## config.mk

```make
export PLATFORM = sky130hd
export DESIGN_NAME = uart_rx_word_buffer
export DESIGN_NICKNAME = d
export VERILOG_FILES = /design/src/rtl/uart_rx_word_buffer.sv
export SDC_FILE = /design/constraint.sdc
export NUM_CORES = 1
export LEC_CHECK = 0
export CAP_MARGIN = 20
export CORE_ASPECT_RATIO = 0.6
export CORE_MARGIN = 2
export CORE_UTILIZATION = 55
export DETAILED_ROUTE_END_ITERATION = 10
export PLACE_DENSITY = 0.83
export REMOVE_ABC_BUFFERS = 1
export SLEW_MARGIN = 20
export SYNTH_ARGS = -nofsm -noshare
export SYNTH_HDL_FRONTEND = slang
export SYNTH_SLANG_ARGS = --single-unit
```

## constraint.sdc

```tcl
create_clock -name clk -period 3.25 [get_ports clk]
set_input_delay 0.325 -clock clk [delete_from_list [all_inputs] [get_ports clk]]
set_output_delay 0.325 -clock clk [all_outputs]
set_load 0.1 [all_outputs]
```

## src/rtl/uart_rx_word_buffer.sv

```systemverilog
// Packs UART receiver bytes into 32-bit little-endian words and queues them in a
// first-word-fall-through FIFO; stalled partial words are dropped after GAP_CLKS idle clocks.
module uart_rx_word_buffer #(
    parameter int DEPTH_LOG2 = 4,
    parameter int GAP_CLKS   = 80000
) (
    input  logic                  clk,
    input  logic                  reset,
    input  logic [7:0]            i_Rx_Byte,
    input  logic                  i_Rx_DV,
    input  logic                  i_rd_en,
    input  logic                  i_clr_overflow,
    output logic [31:0]           o_rd_data,
    output logic                  o_empty,
    output logic                  o_full,
    output logic [DEPTH_LOG2:0]   o_count,
    output logic [1:0]            o_byte_idx,
    output logic                  o_overflow
);

    localparam int DEPTH    = 1 << DEPTH_LOG2;
    localparam int GAP_W    = (GAP_CLKS > 1) ? $clog2(GAP_CLKS) : 1;
    localparam int GAP_LAST = GAP_CLKS - 1;
    localparam logic [DEPTH_LOG2:0] DEPTH_CNT = DEPTH[DEPTH_LOG2:0];
    localparam logic [GAP_W-1:0]    GAP_END   = GAP_LAST[GAP_W-1:0];

    typedef enum logic [1:0] {
        BYTE0 = 2'd0,
        BYTE1 = 2'd1,
        BYTE2 = 2'd2,
        BYTE3 = 2'd3
    } state_e;

    state_e                  state_q, state_d;
    logic [GAP_W-1:0]        gap_q, gap_d;
    logic                    timeout;
    logic                    push;
    logic [23:0]             word_q;
    logic [31:0]             push_word;

    logic [31:0]             mem [DEPTH];
    logic [DEPTH_LOG2-1:0]   wr_ptr_q, wr_ptr_d;
    logic [DEPTH_LOG2-1:0]   rd_ptr_q, rd_ptr_d;
    logic [DEPTH_LOG2:0]     count_q, count_d;
    logic                    ovf_q, ovf_d;
    logic                    pop, accept, drop;

    // An arriving byte always beats a timeout in the same cycle.
    assign timeout = (state_q != BYTE0) && !i_Rx_DV && (gap_q == GAP_END);

    always_ff @(posedge clk or posedge reset) begin
        if (reset) begin
            state_q <= BYTE0;
            gap_q   <= '0;
        end else begin
            state_q <= state_d;
            gap_q   <= gap_d;
        end
    end

    always_comb begin
        state_d = state_q;
        if (i_Rx_DV) begin
            unique case (state_q)
                BYTE0:   state_d = BYTE1;
                BYTE1:   state_d = BYTE2;
                BYTE2:   state_d = BYTE3;
                default: state_d = BYTE0;
            endcase
        end else if (timeout) begin
            state_d = BYTE0;
        end
    end

    always_comb begin
        push       = i_Rx_DV && (state_q == BYTE3);
        o_byte_idx = state_q;
    end

    always_comb begin
        gap_d = gap_q + GAP_W'(1);
        if (i_Rx_DV || (state_q == BYTE0) || timeout) begin
            gap_d = '0;
        end
    end

    // Lower three bytes are staged; the fourth goes straight into the FIFO.
    always_ff @(posedge clk) begin
        if (i_Rx_DV) begin
            unique case (state_q)
                BYTE0:   word_q[7:0]   <= i_Rx_Byte;
                BYTE1:   word_q[15:8]  <= i_Rx_Byte;
                BYTE2:   word_q[23:16] <= i_Rx_Byte;
                default: ;
            endcase
        end
    end

    assign push_word = {i_Rx_Byte, word_q};

    assign o_empty = (count_q == '0);
    assign o_full  = (count_q == DEPTH_CNT);
    assign o_count = count_q;
    assign o_overflow = ovf_q;

    // A pop frees the slot the push needs, so a full FIFO still accepts.
    assign pop    = i_rd_en && !o_empty;
    assign accept = push && (!o_full || pop);
    assign drop   = push && o_full && !pop;

    always_comb begin
        wr_ptr_d = accept ? wr_ptr_q + DEPTH_LOG2'(1) : wr_ptr_q;
        rd_ptr_d = pop    ? rd_ptr_q + DEPTH_LOG2'(1) : rd_ptr_q;
        count_d  = count_q;
        unique case ({accept, pop})
            2'b10:   count_d = count_q + (DEPTH_LOG2 + 1)'(1);
            2'b01:   count_d = count_q - (DEPTH_LOG2 + 1)'(1);
            default: count_d = count_q;
        endcase
        ovf_d = ovf_q;
        if (drop) begin
            ovf_d = 1'b1;
        end else if (i_clr_overflow) begin
            ovf_d = 1'b0;
        end
    end

    always_ff @(posedge clk or posedge reset) begin
        if (reset) begin
            wr_ptr_q <= '0;
            rd_ptr_q <= '0;
            count_q  <= '0;
            ovf_q    <= 1'b0;
        end else begin
            wr_ptr_q <= wr_ptr_d;
            rd_ptr_q <= rd_ptr_d;
            count_q  <= count_d;
            ovf_q    <= ovf_d;
        end
    end

    always_ff @(posedge clk) begin
        if (accept) begin
            mem[wr_ptr_q] <= push_word;
        end
    end

    assign o_rd_data = o_empty ? 32'h0 : mem[rd_ptr_q];

endmodule

```

Word level (Yosys, flattened, before mapping)
Memories as Yosys holds them, arrays and structs flattened.
Cells that the tools add are included.
{"block": "totals", "ram_bits": 512, "mem_count": 1, "in_bits": 13, "ff_bits": 57}
{"memory": "mem", "depth": 16, "word_bits": 32, "read_ports": 1, "rd_ports_with_merged_regs": 0, "wr": 1, "line_no": "41", "text": "logic [31:0] mem [DEPTH];"}
{"block": "op_classes", "n_addsub": 5, "reduce_logical": 23, "eq_ne": 7, "mux": 10}
{"op": "32-bit 2-to-1 mux", "count": 1}
{"op": "17-bit by 1-bit adder with 17-bit output (second input constant)", "count": 1}
{"op": "17-bit equality test (second input constant)", "count": 1}
{"op": "17-bit 2-to-1 mux", "count": 1}
{"op": "5-bit one-hot mux with 2 select lines", "count": 1}
{"op": "4-bit by 1-bit adder with 4-bit output (second input constant)", "count": 2}
{"op": "2-bit nonzero test", "count": 4}
{"op": "1-bit logical AND", "count": 7}
{"op": "2-bit equality test (second input constant)", "count": 3}
{"op": "2-bit one-hot mux with 3 select lines", "count": 1}
{"op": "2-bit AND reduction", "count": 3}
{"op": "5-bit by 1-bit adder with 5-bit output (second input constant)", "count": 1}
{"op": "5-bit equality test (second input constant)", "count": 1}
{"op": "5-bit zero test", "count": 1}
{"op": "5-bit by 1-bit subtractor with 5-bit output (second input constant)", "count": 1}
{"op": "2-bit by 1-bit equality test with 1-bit output (second input constant)", "count": 2}
{"op": "1-bit zero test", "count": 4}
{"op": "1-bit 2-to-1 mux", "count": 4}
{"op": "2-bit 2-to-1 mux", "count": 2}
{"op": "1-bit logical OR", "count": 3}
{"op": "2-bit zero test", "count": 1}

Depth between registers and ports, before layout
{"block": "logic_depth", "depth_word": 7, "depth_mapped": 9}

Worst setup path before layout
No wires, ideal clock.
{"block": "synth_timing", "path_kind": "register -> register", "start": "register state_q[1] (netlist: o_byte_idx[1])", "end": "memory mem[12][0] (enable)", "stages_incl_launch_ff": 6, "period_less_slack_ns": 3.822, "setup_time_ns": 0.421, "slack_ns": -0.572, "t_arrival_ns": 3.401, "n_path_buf": 0, "t_required_ns": 2.829, "path_cell_list": "dfrtp_1 > ha_1 > nand2_1 > a31oi_1 > nand3_1 > nor2_1"}
{"block": "synth_via", "elab_chain_len": 5}
{"element": "from (decl)", "line_no": "34", "text": "state_e state_q, state_d;"}
{"element": "from (signal assigned)", "line_no": "56", "text": "state_q <= state_d;"}
{"element": "2-bit equality test", "line_no": "76", "text": "push = i_Rx_DV && (state_q == BYTE3);"}
{"element": "1-bit logical AND", "line_no": "76"}
{"element": "1-bit logical AND", "line_no": "108", "text": "assign accept = push && (!o_full || pop);"}
{"element": "1-bit 2-to-1 mux", "line_no": "143", "text": "if (accept) begin"}
{"element": "1-bit 2-to-1 mux (implied by the code)", "line_no": "144", "text": "mem[wr_ptr_q] <= push_word;"}
{"element": "to (decl)", "line_no": "41"}
Every way passes these cells.

Worst setup path after layout
{"block": "layout_timing", "start": "register rd_ptr_q[3]", "end": "output o_rd_data[14]"}
{"block": "layout_via", "elab_chain_len": 2}
{"element": "from (decl)", "line_no": "43", "text": "logic [DEPTH_LOG2-1:0] rd_ptr_q, rd_ptr_d;"}
{"element": "from (signal assigned)", "line_no": "136", "text": "rd_ptr_q <= rd_ptr_d;"}
{"element": "memory 16 x 32 bit"}
{"element": "32-bit 2-to-1 mux", "line_no": "148", "text": "assign o_rd_data = o_empty ? 32'h0 : mem[rd_ptr_q];"}
{"element": "to (decl)", "line_no": "13", "text": "output logic [31:0] o_rd_data,"}
Every way passes these cells.

==> run metrics <==
clock slew at the register clock pins of the worst setup and hold paths=0.06 ns; die boundary height=159 um; remaining routing DRC violations=0; Layout Utilization=0.652; number of DRC markers after the initial detailed-route iteration=1337; required time worst endpoint=2.92 ns; part of the cycle the worst path needs=0.965; global-route wire length before repair=73100 um; final setup violation count=0; sequential area share after synthesis=0.768; via count of the first global-routing pass=11000; Final Hold Viols=0; sum of net half-perimeters after detailed placement=27400 um; global-route congestion overflow total=0; Distinct cells, synth=48; Worst Max-Slew Pin Slew=1.11 ns; total die area=41700 um^2; placed cell area=24100 um^2; Worst Clk Skew=0.0169 ns; number of slew-limit violations in the final report=0; Critical Path Source Type=flip-flop; # hold bufs at CTS=0; Clk Latency, worst-skew pair=0.58 ns; Total Routed Length=49500 um; number of clock sinks seen by CTS=569; global placement routability congestion=0.767; buffer depth of the longest clock path=3; Layout Nets=1150; number of nets with antenna violations after detailed routing=0; largest net degree at the start of global routing=46; total CTS buffers=48; hold crit path type=input pin to asynchronous set/reset pin; unrepaired setup endpoints after global routing=false; antenna violations before repair=0; Leak Pwr=8.39 nW; count of buffers inserted at the top-level ports=54; number of synthesized register bits=569; number of diodes added for antenna fixing=0; count of pins on the block boundary=55; worst relative slew slack=0.258; initial cell density of the core=0.561; # H-tree levels=2; post-synthesis cell count=1012; async set-reset flop share out of synthesis=0.0580; pwr dens=980 nW/um^2; minimum clock period after layout=3.14 ns; mean area per synthesized cell=21.8 um^2; maximum achievable frequency=0.319 GHz; Pre-antenna DRT Iters=7; Chip Width=262 um; combined global-route utilization of all metal layers=0.240; CTS tree=done; layout overhead on the synthesized area=16.2%; leading register cell type out of synthesis=sky130_fd_sc_hd__edfxtp_1; core area=39200 um^2; fraction of layout cells with a size suffix above 1=0.266; post-detailed-route wirelength per cell=29.4 um; standard-cell row count=56; kind of end point of the critical path=output port; worst setup path category=flip-flop to output port; Cell Area, Synth=22000 um^2; status=finished clean; via density per instance=6.41; cell area after layout=25600 um^2; number of synthesis warnings=0; CTS Root Cell=sky130_fd_sc_hd__clkbuf_16; maximum fanout along the worst path=36; worst path arrival time=2.81 ns; number of enable-type register cells in the synthesized netlist=536; count of vias placed by the detailed router=10800; peak supply drop=1.30 mV; MaxCap Viol Count=0
placed cells by master (no fill, tap or decap), types with 2 or more instances in the layout:
cell type	n
sky130_fd_sc_hd__clkbuf_16	50
sky130_fd_sc_hd__clkinv_1	14
sky130_fd_sc_hd__mux4_2	128
sky130_fd_sc_hd__edfxtp_1	536
sky130_fd_sc_hd__nor2_4	4
sky130_fd_sc_hd__nor3b_1	2
sky130_fd_sc_hd__nor4_1	3
sky130_fd_sc_hd__mux2i_1	66
sky130_fd_sc_hd__buf_12	55
sky130_fd_sc_hd__inv_1	15
sky130_fd_sc_hd__and2_1	4
sky130_fd_sc_hd__a211oi_1	3
sky130_fd_sc_hd__xnor2_1	17
sky130_fd_sc_hd__dfrtp_4	3
sky130_fd_sc_hd__xor2_1	7
sky130_fd_sc_hd__a21oi_1	2
sky130_fd_sc_hd__clkbuf_1	14
sky130_fd_sc_hd__clkinv_2	8
sky130_fd_sc_hd__or4_1	3
sky130_fd_sc_hd__clkdlybuf4s50_1	20
sky130_fd_sc_hd__and3b_1	2
sky130_fd_sc_hd__bufinv_16	2
sky130_fd_sc_hd__nand4_1	5
sky130_fd_sc_hd__ha_1	12
sky130_fd_sc_hd__nor3_1	6
sky130_fd_sc_hd__and2_2	12
sky130_fd_sc_hd__nand3_1	9
sky130_fd_sc_hd__or3_1	3
sky130_fd_sc_hd__nand2_1	12
sky130_fd_sc_hd__nor2_1	18
sky130_fd_sc_hd__o21ai_0	4
sky130_fd_sc_hd__dfrtp_1	30
sky130_fd_sc_hd__o22ai_1	34
sky130_fd_sc_hd__a31oi_1	2
sky130_fd_sc_hd__o31ai_1	3
sky130_fd_sc_hd__nand2b_1	2
sky130_fd_sc_hd__buf_4	33
flip-flops by register name (all words and copies together) (netlist names):
name,flops
gap_q,17
mem,512
o_overflow,1
word_q,24
o_count,5
o_byte_idx,2
wr_ptr_q,4
rd_ptr_q,4
cells by family (layout without fill, tap and decap cells):
kind of cell             Yosys count  in the layout  synth area share
AO/OA/AOI/OAI                     59             59            0.0188
XOR/XNOR                          24             24           0.00955
adder cells (fa/ha/maj)           12             12           0.00682
buffers and inverters             60            213            0.0115
flip-flops                       569            569             0.768
multiplexers                     195            195             0.161
AND/OR/NAND/NOR                   93             93            0.0235
final timing paths:
| kind | startpoint | endpoint | cells after the start | slack (ns) |
|---|---|---|---|---|
| max | rd_ptr_q[3] | o_rd_data[14] | 4 | 0.11 |
| min | reset | o_count[3] | 3 | 0.14 |
| max reg2reg | o_count[2] | o_count[2] | 8 | 0.59 |
| min reg2reg | o_overflow | o_overflow | 1 | 0.51 |
| max in group asynchronous | reset | rd_ptr_q[3] | 3 | 2.75 |
| min in group clk | i_clr_overflow | o_overflow | 3 | 0.35 |
metrics by stage:
stage | hold slack (ns) | worst slack, ns | total power, mW | TNS (ns) | cells
detailed placement | 0.494 | 0.410 | 19.6 | 0 | 1596
floorplan | 0.398 | -4.32 | 15.7 | -237.73 | 967
global route | 0.221 | 0.0388 | 25.9 | 0 | 1687
global placement | 0.494 | 0.469 | 19.5 | 0 | 1596
finish | 0.139 | 0.113 | 25.1 | 0 | 1687
CTS | 0.146 | 0.101 | 25.2 | 0 | 1687
worst max-delay path: stages (launching register included):
cell and delay, ns:
sky130_fd_sc_hd__dfrtp_4 1.01, sky130_fd_sc_hd__buf_4 0.36, sky130_fd_sc_hd__mux2i_1 0.10, sky130_fd_sc_hd__o22ai_1 0.50, sky130_fd_sc_hd__buf_12 0.26
power by group:
| group | total [mW] | leakage, nW | internal (mW) | switching, mW |
|---|---|---|---|---|
| sequential | 9.14 | 5.25 | 8.50 | 0.639 |
| clock | 5.56 | 0.728 | 3.01 | 2.55 |
| combinational | 10.4 | 2.42 | 4.11 | 6.26 |
synthesized netlist by cell type, types with 2 or more instances:
library cell               instances  area, um^2
sky130_fd_sc_hd__edfxtp_1        536       16100
sky130_fd_sc_hd__mux4_2          128        2880
sky130_fd_sc_hd__mux2i_1          66         661
sky130_fd_sc_hd__o22ai_1          34         213
sky130_fd_sc_hd__dfrtp_1          33         826
sky130_fd_sc_hd__nor2_1           22        82.6
sky130_fd_sc_hd__buf_2            20         100
sky130_fd_sc_hd__clkbuf_1         19        71.3
sky130_fd_sc_hd__xnor2_1          17         149
sky130_fd_sc_hd__and2_1           16         100
sky130_fd_sc_hd__inv_1            15        56.3
sky130_fd_sc_hd__nand2_1          13        48.8
sky130_fd_sc_hd__ha_1             12         150
sky130_fd_sc_hd__nand3_1           9        45.0
sky130_fd_sc_hd__xor2_1            7        61.3
sky130_fd_sc_hd__nor3_1            6        30.0
sky130_fd_sc_hd__buf_1             5        18.8
sky130_fd_sc_hd__nand4_1           5        31.3
sky130_fd_sc_hd__o21ai_0           4        20.0
sky130_fd_sc_hd__a211oi_1          3        22.5
sky130_fd_sc_hd__nand2b_1          3        18.8
sky130_fd_sc_hd__nor4_1            3        18.8
sky130_fd_sc_hd__o31ai_1           3        22.5
sky130_fd_sc_hd__or3_1             3        18.8
sky130_fd_sc_hd__or4_1             3        22.5
sky130_fd_sc_hd__a21oi_1           2        10.0
sky130_fd_sc_hd__a31oi_1           2        12.5
sky130_fd_sc_hd__and3b_1           2        17.5
sky130_fd_sc_hd__nor3b_1           2        15.0
layer usage:
metal | share of wire | GRT usage
met5 | 0 | 0
met1 | 0.40 | 0.354
met4 | 0.026 | 0.0628
met3 | 0.095 | 0.0495
met2 | 0.48 | 0.371
cell type report:
type	instances	area [um^2]
Inverter	15	56.3
Timing Repair Buffer	108	1550
Fill cell	2453	13700
Sequential cell	569	16900
Clock buffer	65	1320
Tap cell	522	653
Multi-Input combinational cell	383	4900
Clock inverter	25	169
timing repair:
item | CTS | global route
endpoints found under the setup margin | 3 | 1
resized for setup | 0 | 1
buffers inserted | 1 | 0
hold endpoints to repair | 0 | 0
Power figures use the tool's default switching activity.
